## src/rtl/seg_scan_display.sv

```systemverilog
// Time-multiplexed seven-segment scanner with per-frame input snapshot, PWM
// brightness, blink, leading-zero blanking and dead time between digit slots.
module seg_scan_display #(
  parameter int DIGITS     = 4,
  parameter int DIV_BITS   = 14,
  parameter int BLINK_BITS = 6,
  parameter int HEX        = 0
) (
  input  logic                  clock,
  input  logic                  reset,
  input  logic                  enable,
  input  logic [4*DIGITS-1:0]   digits,
  input  logic [DIGITS-1:0]     dp,
  input  logic [DIGITS-1:0]     blink_mask,
  input  logic                  lz_suppress,
  input  logic [2:0]            brightness,
  output logic [6:0]            seg_n,
  output logic                  dp_n,
  output logic [DIGITS-1:0]     choice_n,
  output logic                  frame_start
);

  localparam int IW = (DIGITS > 1) ? $clog2(DIGITS) : 1;

  logic [DIV_BITS-1:0]        pre_q, pre_d;
  logic [IW-1:0]              idx_q, idx_d;
  logic [BLINK_BITS-1:0]      blink_q, blink_d;
  logic                       blink_off_q, blink_off_d;
  logic [DIGITS-1:0][3:0]     snap_dig_q, snap_dig_d;
  logic [DIGITS-1:0]          snap_dp_q, snap_dp_d;
  logic [DIGITS-1:0]          snap_mask_q, snap_mask_d;
  logic [6:0]                 seg_n_q, seg_n_d;
  logic                       dp_n_q, dp_n_d;
  logic [DIGITS-1:0]          choice_n_q, choice_n_d;
  logic                       fs_q, fs_d;

  logic                       fs_now;
  logic [2:0]                 phase;
  logic [3:0]                 cur_code;
  logic [DIGITS-1:0]          blank;
  logic                       higher_zero;
  logic                       lit;

  function automatic logic [6:0] dec7(input logic [3:0] c);
    logic [6:0] s;
    case (c)
      4'h0: s = 7'b1000000;
      4'h1: s = 7'b1111001;
      4'h2: s = 7'b0100100;
      4'h3: s = 7'b0110000;
      4'h4: s = 7'b0011001;
      4'h5: s = 7'b0010010;
      4'h6: s = 7'b0000010;
      4'h7: s = 7'b1111000;
      4'h8: s = 7'b0000000;
      4'h9: s = 7'b0010000;
      default: begin
        if (HEX != 0) begin
          case (c)
            4'hA:    s = 7'b0001000;
            4'hB:    s = 7'b0000011;
            4'hC:    s = 7'b1000110;
            4'hD:    s = 7'b0100001;
            4'hE:    s = 7'b0000110;
            default: s = 7'b0001110;
          endcase
        end else begin
          s = (c == 4'hF) ? 7'b0111111 : 7'b0000110;
        end
      end
    endcase
    return s;
  endfunction

  // Leading-zero blanking walks down from the most significant digit.
  always_comb begin
    blank       = '0;
    higher_zero = 1'b1;
    for (int i = DIGITS - 1; i >= 0; i--) begin
      blank[i]    = lz_suppress && higher_zero && (snap_dig_q[i] == 4'h0) && (i != 0);
      higher_zero = higher_zero && (snap_dig_q[i] == 4'h0);
    end
  end

  always_comb begin
    fs_now      = (pre_q == '0) && (idx_q == '0);
    pre_d       = pre_q + 1'b1;
    idx_d       = idx_q;
    if (pre_q == '1)
      idx_d = (idx_q == IW'(DIGITS - 1)) ? '0 : idx_q + 1'b1;
    blink_d     = blink_q;
    blink_off_d = blink_off_q;
    snap_dig_d  = snap_dig_q;
    snap_dp_d   = snap_dp_q;
    snap_mask_d = snap_mask_q;
    // Blink state is frozen per frame alongside the digit snapshot.
    if (fs_now) begin
      blink_d     = blink_q + 1'b1;
      blink_off_d = blink_q[BLINK_BITS-1];
      snap_dig_d  = digits;
      snap_dp_d   = dp;
      snap_mask_d = blink_mask;
    end
  end

  always_comb begin
    phase      = pre_q[DIV_BITS-1 -: 3];
    cur_code   = snap_dig_q[idx_q];
    lit        = enable && (phase != 3'd0) && (phase <= brightness)
                 && !(blink_off_q && snap_mask_q[idx_q])
                 && !(blank[idx_q] && !snap_dp_q[idx_q]);
    choice_n_d = '1;
    seg_n_d    = 7'h7f;
    dp_n_d     = 1'b1;
    fs_d       = fs_now;
    if (lit) begin
      choice_n_d = ~(DIGITS'(1) << idx_q);
      seg_n_d    = blank[idx_q] ? 7'h7f : dec7(cur_code);
      dp_n_d     = ~snap_dp_q[idx_q];
    end
  end

  always_ff @(posedge clock or posedge reset) begin
    if (reset) begin
      pre_q       <= '0;
      idx_q       <= '0;
      blink_q     <= '0;
      blink_off_q <= 1'b0;
      snap_dig_q  <= '0;
      snap_dp_q   <= '0;
      snap_mask_q <= '0;
      seg_n_q     <= 7'h7f;
      dp_n_q      <= 1'b1;
      choice_n_q  <= '1;
      fs_q        <= 1'b0;
    end else begin
      pre_q       <= pre_d;
      idx_q       <= idx_d;
      blink_q     <= blink_d;
      blink_off_q <= blink_off_d;
      snap_dig_q  <= snap_dig_d;
      snap_dp_q   <= snap_dp_d;
      snap_mask_q <= snap_mask_d;
      seg_n_q     <= seg_n_d;
      dp_n_q      <= dp_n_d;
      choice_n_q  <= choice_n_d;
      fs_q        <= fs_d;
    end
  end

  assign seg_n       = seg_n_q;
  assign dp_n        = dp_n_q;
  assign choice_n    = choice_n_q;
  assign frame_start = fs_q;

endmodule

```

## config.mk

```make
export PLATFORM = sky130hd
export DESIGN_NAME = seg_scan_display
export DESIGN_NICKNAME = d
export VERILOG_FILES = /design/src/rtl/seg_scan_display.sv
export SDC_FILE = /design/constraint.sdc
export NUM_CORES = 1
export LEC_CHECK = 0
export CORE_MARGIN = 2
export CORE_UTILIZATION = 48
export DETAILED_ROUTE_END_ITERATION = 10
export PLACE_DENSITY = 0.76
export SLEW_MARGIN = 10
export SYNTH_ARGS = -nofsm -noshare
export SYNTH_HDL_FRONTEND = slang
export SYNTH_SLANG_ARGS = --single-unit
```

## constraint.sdc

```tcl
create_clock -name clock -period 1.85 [get_ports clock]
set_clock_uncertainty 0.05 [all_clocks]
set_input_delay 0.185 -clock clock [delete_from_list [all_inputs] [get_ports clock]]
set_output_delay 0.185 -clock clock [all_outputs]
set_load 0.02 [all_outputs]
```

==> out/metrics.cfg, run 1 <==
[outcome]
outcome=complete, but fails checks
violations=setup timing

[cells_and_area]
antenna_cells=0
fill_cells=424
fin_nets=382
syn2layout_area_growth_pct=36.0
finish.cell_count_without_fillers=417
drive_gt1_share_pct=21.4

[clock_network]
worstSkewPairLatency_ps=340
holdBufCountCts=0
clk_pin_slew_ps=60
clk_path_buf_depth=2
root_buffer=clkbuf_8
cts.sinks=60
tritoncts=yes
ctsHtreeMaxLevel=3
cts_buffers=9

[yosys]
synth_area_leader_cell=dfrtp_1
synth-main-ff-cell=dfrtp_1
synth_edf_count=0
synth.top_cells.by_count=nand2_1 (92), dfrtp_1 (48), nor2_1 (15)
synth_area_per_cell_um2=10.2
synthCells=268
synth_area_leaders=dfrtp_1 (44%), nand2_1 (13%), dfstp_2 (12%)
syn_area_mm2=0.00274
synth.distinct_cells=33
ys_seq_area_share_pct=55.4
yosys.area.top_type_share_pct=43.9
synth_warnings=0
syn_nets=309
synth.most_common_cell=nand2_1
async_flop_share_pct=100
ys_ff_latch=60

[critical_path]
worst_setup_path_end_kind=register
max_stage_delay_ps=510
cp_slowest_cell=mux4_2
required_ps=2070
crit_buf_inv=1
critPathTopFamily=simple AND/OR/NAND/NOR gates
crit_type=reg -> reg
r2r_start=idx_q[0]
path_cells=buf_6 > mux4_2 > and2_4 > or4_4 > nand3_2
path_max_fanout=8
worst_setup_path_start_kind=register
worstSetupStartpoint=idx_q[0]
critical_path_arrival_ps=2150

[placed_design]
io_buffers=43
dp.cells=401
place_hpwl_um=3830
place_ws_ps=-257
globalplace.congestion=0.781

[die]
die_w_um=79.5
start_util_pct=49.7
die_y_um=79.5
rows=27
die_area_mm2=0.00632
coreArea_mm2=0.00551
pin_count=44

[hold_path]
min_path_type=in -> async

[drt]
wirelength_um=5330
ant_nets=0
first_pass_iters=4
vias=2069
viasPerCell=4.96
drc=0
wire_per_inst_um=12.8
drtIter0Drc=101

[global_route]
antenna_found_initial=0
grt-ovfl-total=0
grt_pass1_wl_um=8800
grt_usage_pct=18.6
grt_pass1_vias=1988
grt_max_degree=36

[flow_run]
max_cap_viol_count=0

[power_and_ir_drop]
max-vdd-ir-drop_mv=0.461
p_leak_nw=1.69
p_per_area_mw_per_mm2=734

[timing]
hold_slack_ps=177
maxSlewHeadroom_pct=71.7
worst_pin_slew_ps=424
hold_viol=0
setup_ws_ps=-77.0
period_needed_ps=1930
report.final.slew_viol_count=0
grt_setup_unrepaired=true
fmax_ghz=0.519
fin_crit_sh_pct=104
setup_viol=4

[timing repair]
item / 4_1_cts / 5_1_grt
buffers inserted: 1 / 1
gates resized for setup: 8 / 14
setup endpoints to repair: 32 / 41
pin swaps: 1 / 3
[logic make-up after synthesis]
group           Yosys count  synth area share (%)
compound gates           12                  2.61
xor+xnor                 18                  5.76
fa+ha+maj                10                  4.57
buf+inv                  20                  3.02
flops                    60                  55.4
mux                       8                  6.31
simple gates            140                  22.3
[through the flow]
stage | utilization [%] | TNS, ps | instance area, um2 | power [mW]
after floorplan | - | -93.4 | 2750 | 1.45
final | 67.5 | -207 | 3720 | 2.73
after detailed placement | 62.3 | -1760 | 3430 | 1.55
after global routing | 67.5 | -757 | 3720 | 2.84
after global placement | 62.3 | -1170 | 3430 | 1.55
after CTS | 66.7 | -160 | 3670 | 2.74
[cells in the final DEF (no fill, tap or decap), types with 2 or more instances in the layout]
| master | Yosys | routed |
|---|---|---|
| a21oi_1 | 4 | 3 |
| and3_1 | 2 | 2 |
| buf_4 | 0 | 21 |
| buf_6 | 1 | 5 |
| clkbuf_1 | 6 | 2 |
| clkbuf_8 | 0 | 12 |
| clkdlybuf4s50_1 | 0 | 43 |
| dfrtp_1 | 48 | 47 |
| dfstp_2 | 12 | 12 |
| ha_1 | 10 | 9 |
| inv_1 | 12 | 9 |
| inv_2 | 0 | 3 |
| mux2_2 | 2 | 2 |
| mux4_1 | 4 | 2 |
| mux4_2 | 2 | 4 |
| nand2_1 | 92 | 92 |
| nand3_1 | 11 | 9 |
| nand3_2 | 0 | 2 |
| nand4_1 | 4 | 4 |
| nand4b_1 | 2 | 2 |
| nor2_1 | 15 | 12 |
| nor2_4 | 0 | 2 |
| nor3_1 | 3 | 3 |
| nor4_1 | 3 | 3 |
| o21ai_0 | 5 | 3 |
| o21ai_1 | 0 | 2 |
| xnor2_1 | 11 | 11 |
| xor2_1 | 7 | 7 |
[final timing paths]
check                                 end  slack, ps  depth (start not counted)
setup / recovery                 seg_n[0]        -80                          5
hold / removal             snap_mask_q[1]        180                          3
setup reg to reg                 seg_n[0]        -80                          5
hold reg to reg                  pre_q[0]        390                          1
max in group asynchronous        seg_n[0]       1180                          3
min in group clock         snap_mask_q[1]        320                          3
[registers in the layout (all words and copies together), names as in the netlist]
register,count
blink_off_q,1
blink_q,6
choice_n,4
dp_n,1
frame_start,1
idx_q,2
pre_q,14
seg_n,7
snap_dig_q,16
snap_dp_q,4
snap_mask_q,4
[where the power goes]
group / internal [mW] / switching [mW]
sequential: 1.34 / 0.0201
clock: 0.726 / 0.472
combinational: 0.0974 / 0.0732
total: 2.16 / 0.565
[worst register-to-register path, cell delays in order, from the launching register on]
cell and delay [ps]:
dfrtp_2 470, buf_6 130, mux4_2 510, and2_4 180
or4_4 440, nand3_2 90
[layer usage]
layer	part of all wire, %	up-vias	GRT usage [%]
met4	2.5	0	12.2
met1	46	977	23.0
met5	0	-	0
li1	-	1027	-
met2	47	53	28.7
met3	4.7	12	5.09
[final cells by class]
cell class	count	area, um2	area share (%)
tap	72	90.1	2.42
timing repair buffer	70	664	17.9
sequential	60	1520	40.8
clock buffer	14	173	4.64
clock inverter	1	30.0	0.808
multi-input combinational	188	1200	32.2
inverter	12	45.0	1.21
No activity file was read; power rests on OpenSTA's default activity.
==> run 2: changes to the inputs <==
- CORE_ASPECT_RATIO: unset -> 0.7
==> run 2 against run 1 <==
Compared with the run above: the run still ends with setup timing left; sequential share of layout area increased by 0.26 points; total power shrank 2.8%; clock power fell by 7%; largest power group unchanged.
==> out/metrics.cfg, run 2 (same netlist as run 1, synthesis figures left out) <==
[drt]
ant_nets=0  ; unchanged
wirelength_um=5570  ; was 5330 um
drc=0  ; unchanged
wire_per_inst_um=13.3  ; was 12.8 um
vias=2102  ; was 2069
viasPerCell=5.03  ; was 4.96
first_pass_iters=4  ; unchanged
drtIter0Drc=118  ; was 101

[global_route]
grt-ovfl-total=0  ; unchanged
grt_max_degree=23  ; was 36
grt_pass1_wl_um=9380  ; was 8800 um
antenna_found_initial=0  ; unchanged
grt_usage_pct=20.0  ; was 18.6%
grt_pass1_vias=1982  ; was 1988

[timing]
report.final.slew_viol_count=0  ; unchanged
period_needed_ps=1880  ; was 1930 ps
setup_ws_ps=-33.9  ; was -77.0 ps
fmax_ghz=0.531  ; was 0.519 GHz
maxSlewHeadroom_pct=68.0  ; was 71.7%
grt_setup_unrepaired=true  ; unchanged
fin_crit_sh_pct=102  ; was 104%
hold_viol=0  ; unchanged
hold_slack_ps=124  ; was 177 ps
worst_pin_slew_ps=479  ; was 424 ps
setup_viol=2  ; was 4

[die]
pin_count=44  ; unchanged
rows=22  ; was 27
die_w_um=94.2  ; was 79.5 um
die_area_mm2=0.00633  ; was 0.00632 mm2
start_util_pct=51.0  ; was 49.7%
die_y_um=67.2  ; was 79.5 um
coreArea_mm2=0.00537  ; was 0.00551 mm2

[power_and_ir_drop]
p_comb_share_pct=6.6  ; was 6.2%
fin_total_pwr_mw=2.65  ; was 2.73 mW
swShare_pct=22.5  ; was 20.7%
max-vdd-ir-drop_mv=0.476  ; was 0.461 mV
power.internal_mw=2.06  ; was 2.16 mW
p_leak_nw=1.69  ; about the same
switching_power_mw=0.596  ; was 0.565 mW
p_per_area_mw_per_mm2=718  ; was 734 mW/mm2
power_frac_seq_pct=51.3  ; was 49.9%
clkPwrFrac_pct=42.1  ; was 43.9%

[cells_and_area]
drive_gt1_share_pct=21.4  ; about the same
multiInputGateArea_mm2=0.00118  ; was 0.00120 mm2
antenna_cells=0  ; unchanged
fill_cells=404  ; was 424
top_register=snap_dig_q  ; unchanged
syn2layout_area_growth_pct=35.1  ; was 36.0%
final_common_cell=nand2_1  ; unchanged
fin_nets=382  ; unchanged
mostFrequentLayoutCells=nand2_1 (92), dfrtp_1 (47), clkdlybuf4s50_1 (43)  ; unchanged
ff_latch_area_mm2=0.00152  ; unchanged
finish.cell_count_without_fillers=418  ; was 417
largest_register_ffs=16  ; unchanged

[critical_path]
regToRegSetupSlack_ps=-30  ; was -80 ps
worst_setup_path_start_kind=register  ; unchanged
path_max_fanout=8  ; unchanged
critical_path_arrival_ps=2120  ; was 2150 ps
required_ps=2080  ; was 2070 ps
worst_setup_path_end_kind=register  ; unchanged
crit_type=reg -> reg  ; unchanged

[clock_network]
cts_buffers=9  ; unchanged
root_buffer=clkbuf_8  ; unchanged
clk_path_buf_depth=2  ; unchanged
worstSkewPairLatency_ps=350  ; was 340 ps
clk_pin_slew_ps=70  ; was 60 ps
ctsHtreeMaxLevel=3  ; unchanged
holdBufCountCts=0  ; unchanged
cts.sinks=60  ; unchanged
tritoncts=yes  ; unchanged

[flow_run]
max_cap_viol_count=0  ; unchanged

[outcome]
outcome=complete, but fails checks  ; unchanged
violations=setup timing  ; unchanged

[placed_design]
globalplace.congestion=0.796  ; was 0.781
io_buffers=43  ; unchanged
place_hpwl_um=4220  ; was 3830 um
dp.cells=401  ; unchanged

[hold_path]
min_path_type=in -> async  ; unchanged

==> run 2: final timing paths <==
path                            startpoint      endpoint  cells past startpoint
worst min register to register    pre_q[0]      pre_q[0]                      1
worst min-delay path                 reset    blink_q[0]                      2
max in group asynchronous            reset      seg_n[5]                      3
min in group clock                   dp[0]  snap_dp_q[0]                      3
worst max-delay path              idx_q[0]      seg_n[3]                      6
worst max register to register    idx_q[0]      seg_n[3]                      6
==> run 2: per-stage QoR <==
stage	area [um2]	utilization, %	worst slack [ps]	setup TNS, ps
after floorplan	2750	-	-46.7	-93.4
after global placement	3460	64.4	-179	-1160
after detailed placement	3460	64.4	-238	-2170
after CTS	3660	68.2	-52.5	-102
after global routing	3690	68.8	-71.8	-332
final	3690	68.8	-33.9	-62.2
==> run 2: repair_timing <==
item	CTS	global route
gates resized for setup	5	10
endpoints found under the hold margin	0	0
pin swaps	1	4
endpoints found under the setup margin	36	39
buffers inserted	0	1
==> run 2: area by class of cell <==
| class | count | share of cell area [%] |
|---|---|---|
| sequential | 60 | 41.1 |
| multi-input combinational | 188 | 31.9 |
| timing repair buffer | 70 | 18.4 |
| clock buffer | 11 | 3.56 |
| tap | 72 | 2.44 |
| clock inverter | 5 | 1.42 |
| inverter | 12 | 1.22 |
==> run 2: critical path, stage by stage (launching register included) <==
cell and delay [ps]:
dfrtp_2 440, buf_6 150, mux4_2 340, buf_4 150, nor2_1 70, or4_4 530, nand3_2 90
==> run 2: power by group through the flow <==
stage          combinational (mW)  sequential [mW]  clock (mW)
2_1_floorplan              0.0765             1.37           0
3_3_place_gp                0.171             1.38           0
3_5_place_dp                0.175             1.38           0
4_1_cts                     0.176             1.36        1.14
5_1_grt                     0.196             1.36        1.20
6_report                    0.175             1.36        1.12
==> run 2: per-layer routing <==
metal  vias to the layer above  part of all wire (%)  wire length [um]  track usage (%)
li1                       1034                     -                 -                -
met1                       998                    48              2690             27.9
met2                        60                    44              2450             29.6
met3                        10                   6.7               375             7.37
met4                         0                   1.0                58             5.98
met5                         -                     0                 0                0
==> run 3: changes to the inputs <==
--- a/config.mk
+++ b/config.mk
@@ -8,7 +8,6 @@
 export CORE_ASPECT_RATIO = 0.7
 export CORE_MARGIN = 2
-export CORE_UTILIZATION = 48
+export CORE_UTILIZATION = 30
 export DETAILED_ROUTE_END_ITERATION = 10
-export PLACE_DENSITY = 0.76
 export SLEW_MARGIN = 10
 export SYNTH_ARGS = -nofsm -noshare
--- a/constraint.sdc
+++ b/constraint.sdc
@@ -3,3 +3,3 @@
 set_input_delay 0.185 -clock clock [delete_from_list [all_inputs] [get_ports clock]]
 set_output_delay 0.185 -clock clock [all_outputs]
-set_load 0.02 [all_outputs]
+set_load 0.005 [all_outputs]
==> run 3 against run 2 <==
Compared with the run above: non-clock buffer count is 2 lower; flip-flop and latch count is the same; sequential power about the same; the flow still finishes with violations (setup timing); first-iteration DRC count rose by 1.7%; clock power rose by 46%; highest routed layer unchanged; cell area is 4.0% higher; combinational power about the same; sequential share of layout area shrank 1.6 points; critical endpoint is now seg_n[0].
==> out/metrics.cfg, run 3 (same netlist as run 1, synthesis figures left out) <==
[outcome]
outcome=complete, but fails checks  ; unchanged
violations=setup timing  ; unchanged

[placed_design]
globalplace.congestion=0.779  ; was 0.796
place_ws_ps=-256  ; was -238 ps
placed_area_mm2=0.00345  ; was 0.00346 mm2
dp.cells=447  ; was 401
place_hpwl_um=4050  ; was 4220 um
io_buffers=43  ; unchanged

[critical_path]
regToRegSetupSlack_ps=-60  ; was -30 ps
crit_type=reg -> reg  ; unchanged
worst_setup_path_start_kind=register  ; unchanged
r2r_start=idx_q[0]  ; unchanged
required_ps=2070  ; was 2080 ps
worst_setup_path_end_kind=register  ; unchanged
crit_path_end=seg_n[0]  ; was seg_n[3]
rr_worst_depth=5  ; was 6
path_max_fanout=5  ; was 8
reg2reg_to=seg_n[0]  ; was seg_n[3]
worstSetupStartpoint=idx_q[0]  ; unchanged
critical_path_arrival_ps=2130  ; was 2120 ps

[global_route]
grt_max_degree=61  ; was 23
grt_usage_pct=12.4  ; was 20.0%
grt_pass1_wl_um=9530  ; was 9380 um
antenna_found_initial=0  ; unchanged
grt_pass1_vias=1991  ; was 1982
grt-ovfl-total=0  ; unchanged

[cells_and_area]
fill_cells=870  ; was 404
final_common_cell=nand2_1  ; unchanged
fin_util_pct=42.9  ; was 68.8%
multiInputGateArea_mm2=0.00117  ; was 0.00118 mm2
antenna_cells=0  ; unchanged
largest_register_ffs=16  ; unchanged
ff_latch_area_mm2=0.00152  ; about the same
syn2layout_area_growth_pct=40.5  ; was 35.1%
mostFrequentLayoutCells=nand2_1 (91), dfrtp_1 (48), clkdlybuf4s50_1 (43)  ; was nand2_1 (92), dfrtp_1 (47), clkdlybuf4s50_1 (43)
drive_gt1_share_pct=21.2  ; was 21.4%
fin_area_mm2=0.00384  ; was 0.00369 mm2
top_register=snap_dig_q  ; unchanged
fin_nets=380  ; was 382
finish.cell_count_without_fillers=468  ; was 418

[timing]
grt_setup_unrepaired=true  ; unchanged
setup_viol=3  ; was 2
fin_crit_sh_pct=103  ; was 102%
worst_pin_slew_ps=455  ; was 479 ps
fmax_ghz=0.523  ; was 0.531 GHz
setup_ws_ps=-61.4  ; was -33.9 ps
maxSlewHeadroom_pct=69.6  ; was 68.0%
report.final.slew_viol_count=0  ; unchanged
period_needed_ps=1910  ; was 1880 ps
hold_viol=0  ; unchanged
fin_tns_setup_ps=-116  ; was -62.2 ps

[drt]
drc=0  ; unchanged
drtIter0Drc=120  ; was 118
wire_per_inst_um=12.2  ; was 13.3 um
wirelength_um=5730  ; was 5570 um
vias=2033  ; was 2102
viasPerCell=4.34  ; was 5.03
first_pass_iters=4  ; unchanged
ant_nets=0  ; unchanged

[die]
pin_count=44  ; unchanged
rows=29  ; was 22
die_y_um=83.9  ; was 67.2 um
die_area_mm2=0.00991  ; was 0.00633 mm2
coreArea_mm2=0.00896  ; was 0.00537 mm2
start_util_pct=30.5  ; was 51.0%
die_w_um=118  ; was 94.2 um

[power_and_ir_drop]
max-vdd-ir-drop_mv=0.432  ; was 0.476 mV
p_comb_share_pct=5.6  ; was 6.6%
switching_power_mw=0.660  ; was 0.596 mW
clkPwrFrac_pct=51.5  ; was 42.1%
power.internal_mw=2.51  ; was 2.06 mW
p_leak_nw=1.73  ; was 1.69 nW
power_frac_seq_pct=42.9  ; was 51.3%
p_per_area_mw_per_mm2=825  ; was 718 mW/mm2
swShare_pct=20.8  ; was 22.5%

[clock_network]
clk_path_buf_depth=2  ; unchanged
ctsHtreeMaxLevel=3  ; unchanged
root_buffer=clkbuf_16  ; was clkbuf_8
tritoncts=yes  ; unchanged
cts.sinks=60  ; unchanged
cts_buffers=9  ; unchanged
clk_pin_slew_ps=50  ; was 70 ps
worstSkewPairLatency_ps=330  ; was 350 ps

[hold_path]
min_path_type=in -> async  ; unchanged

[flow_run]
max_cap_viol_count=0  ; unchanged

-- run 3: cell count changes in the layout (fill, tap and decap cells not counted), sizes merged --
| cell | before | now |
|---|---|---|
| buf | 27 | 25 |
-- run 3: area by class of cell --
type | instances | area share [%]
Sequential cell | 60 | 39.5
Tap cell | 124 | 4.04
Clock inverter | 5 | 1.33
Multi-Input combinational cell | 188 | 30.5
Inverter | 12 | 1.24
Timing Repair Buffer | 68 | 17.1
Clock buffer | 11 | 6.32
-- run 3: per-stage QoR --
step / total power [mW] / hold WS (ps)
2_1_floorplan: 1.45 / 240
3_3_place_gp: 1.55 / 375
3_5_place_dp: 1.56 / 379
4_1_cts: 3.21 / 194
5_1_grt: 3.30 / 226
6_report: 3.17 / 187
-- run 3: power groups by stage --
stage / logic, mW / registers [mW] / clock network, mW
CTS: 0.176 / 1.36 / 1.67
finish: 0.177 / 1.36 / 1.63
floorplan: 0.0765 / 1.37 / 0
global placement: 0.171 / 1.38 / 0
global route: 0.199 / 1.36 / 1.73
detailed placement: 0.174 / 1.38 / 0
-- run 3: layer usage --
layer  global-route usage (%)  wire length, um  up-vias
met1                     17.9             2990      946
met4                     4.60               86        0
met3                     5.12              333       13
met5                        0                0        -
met2                     16.2             2310       48
li1                         -                -     1026
-- run 3: what timing repair did --
action | in CTS | in global routing
gates cloned | 0 | 1
endpoints found under the setup margin | 23 | 43
endpoints found under the hold margin | 0 | 0
hold buffers | 0 | 0
resized for setup | 6 | 15
pin swaps | 1 | 5
setup buffers | 2 | 2
-- run 3: how the worst min path moves through the flow --
stage / from / end / slack (ps) / cells past startpoint
final: reset / blink_q[2] / 190 / 3
after global routing: reset / snap_mask_q[1] / 230 / 3
after CTS: reset / snap_dig_q[4] / 190 / 3
after detailed placement: pre_q[0] / pre_q[0] / 380 / 1
after global placement: pre_q[0] / pre_q[0] / 370 / 1
after floorplan: digits[0] / snap_dig_q[0] / 240 / 2
-- run 3: worst max-delay path, stage by stage (launching register included) --
cell and delay, ps:
dfrtp_1 410, buf_6 150, mux4_2 530, and2_4 180, or4_4 440, nand3_2 90
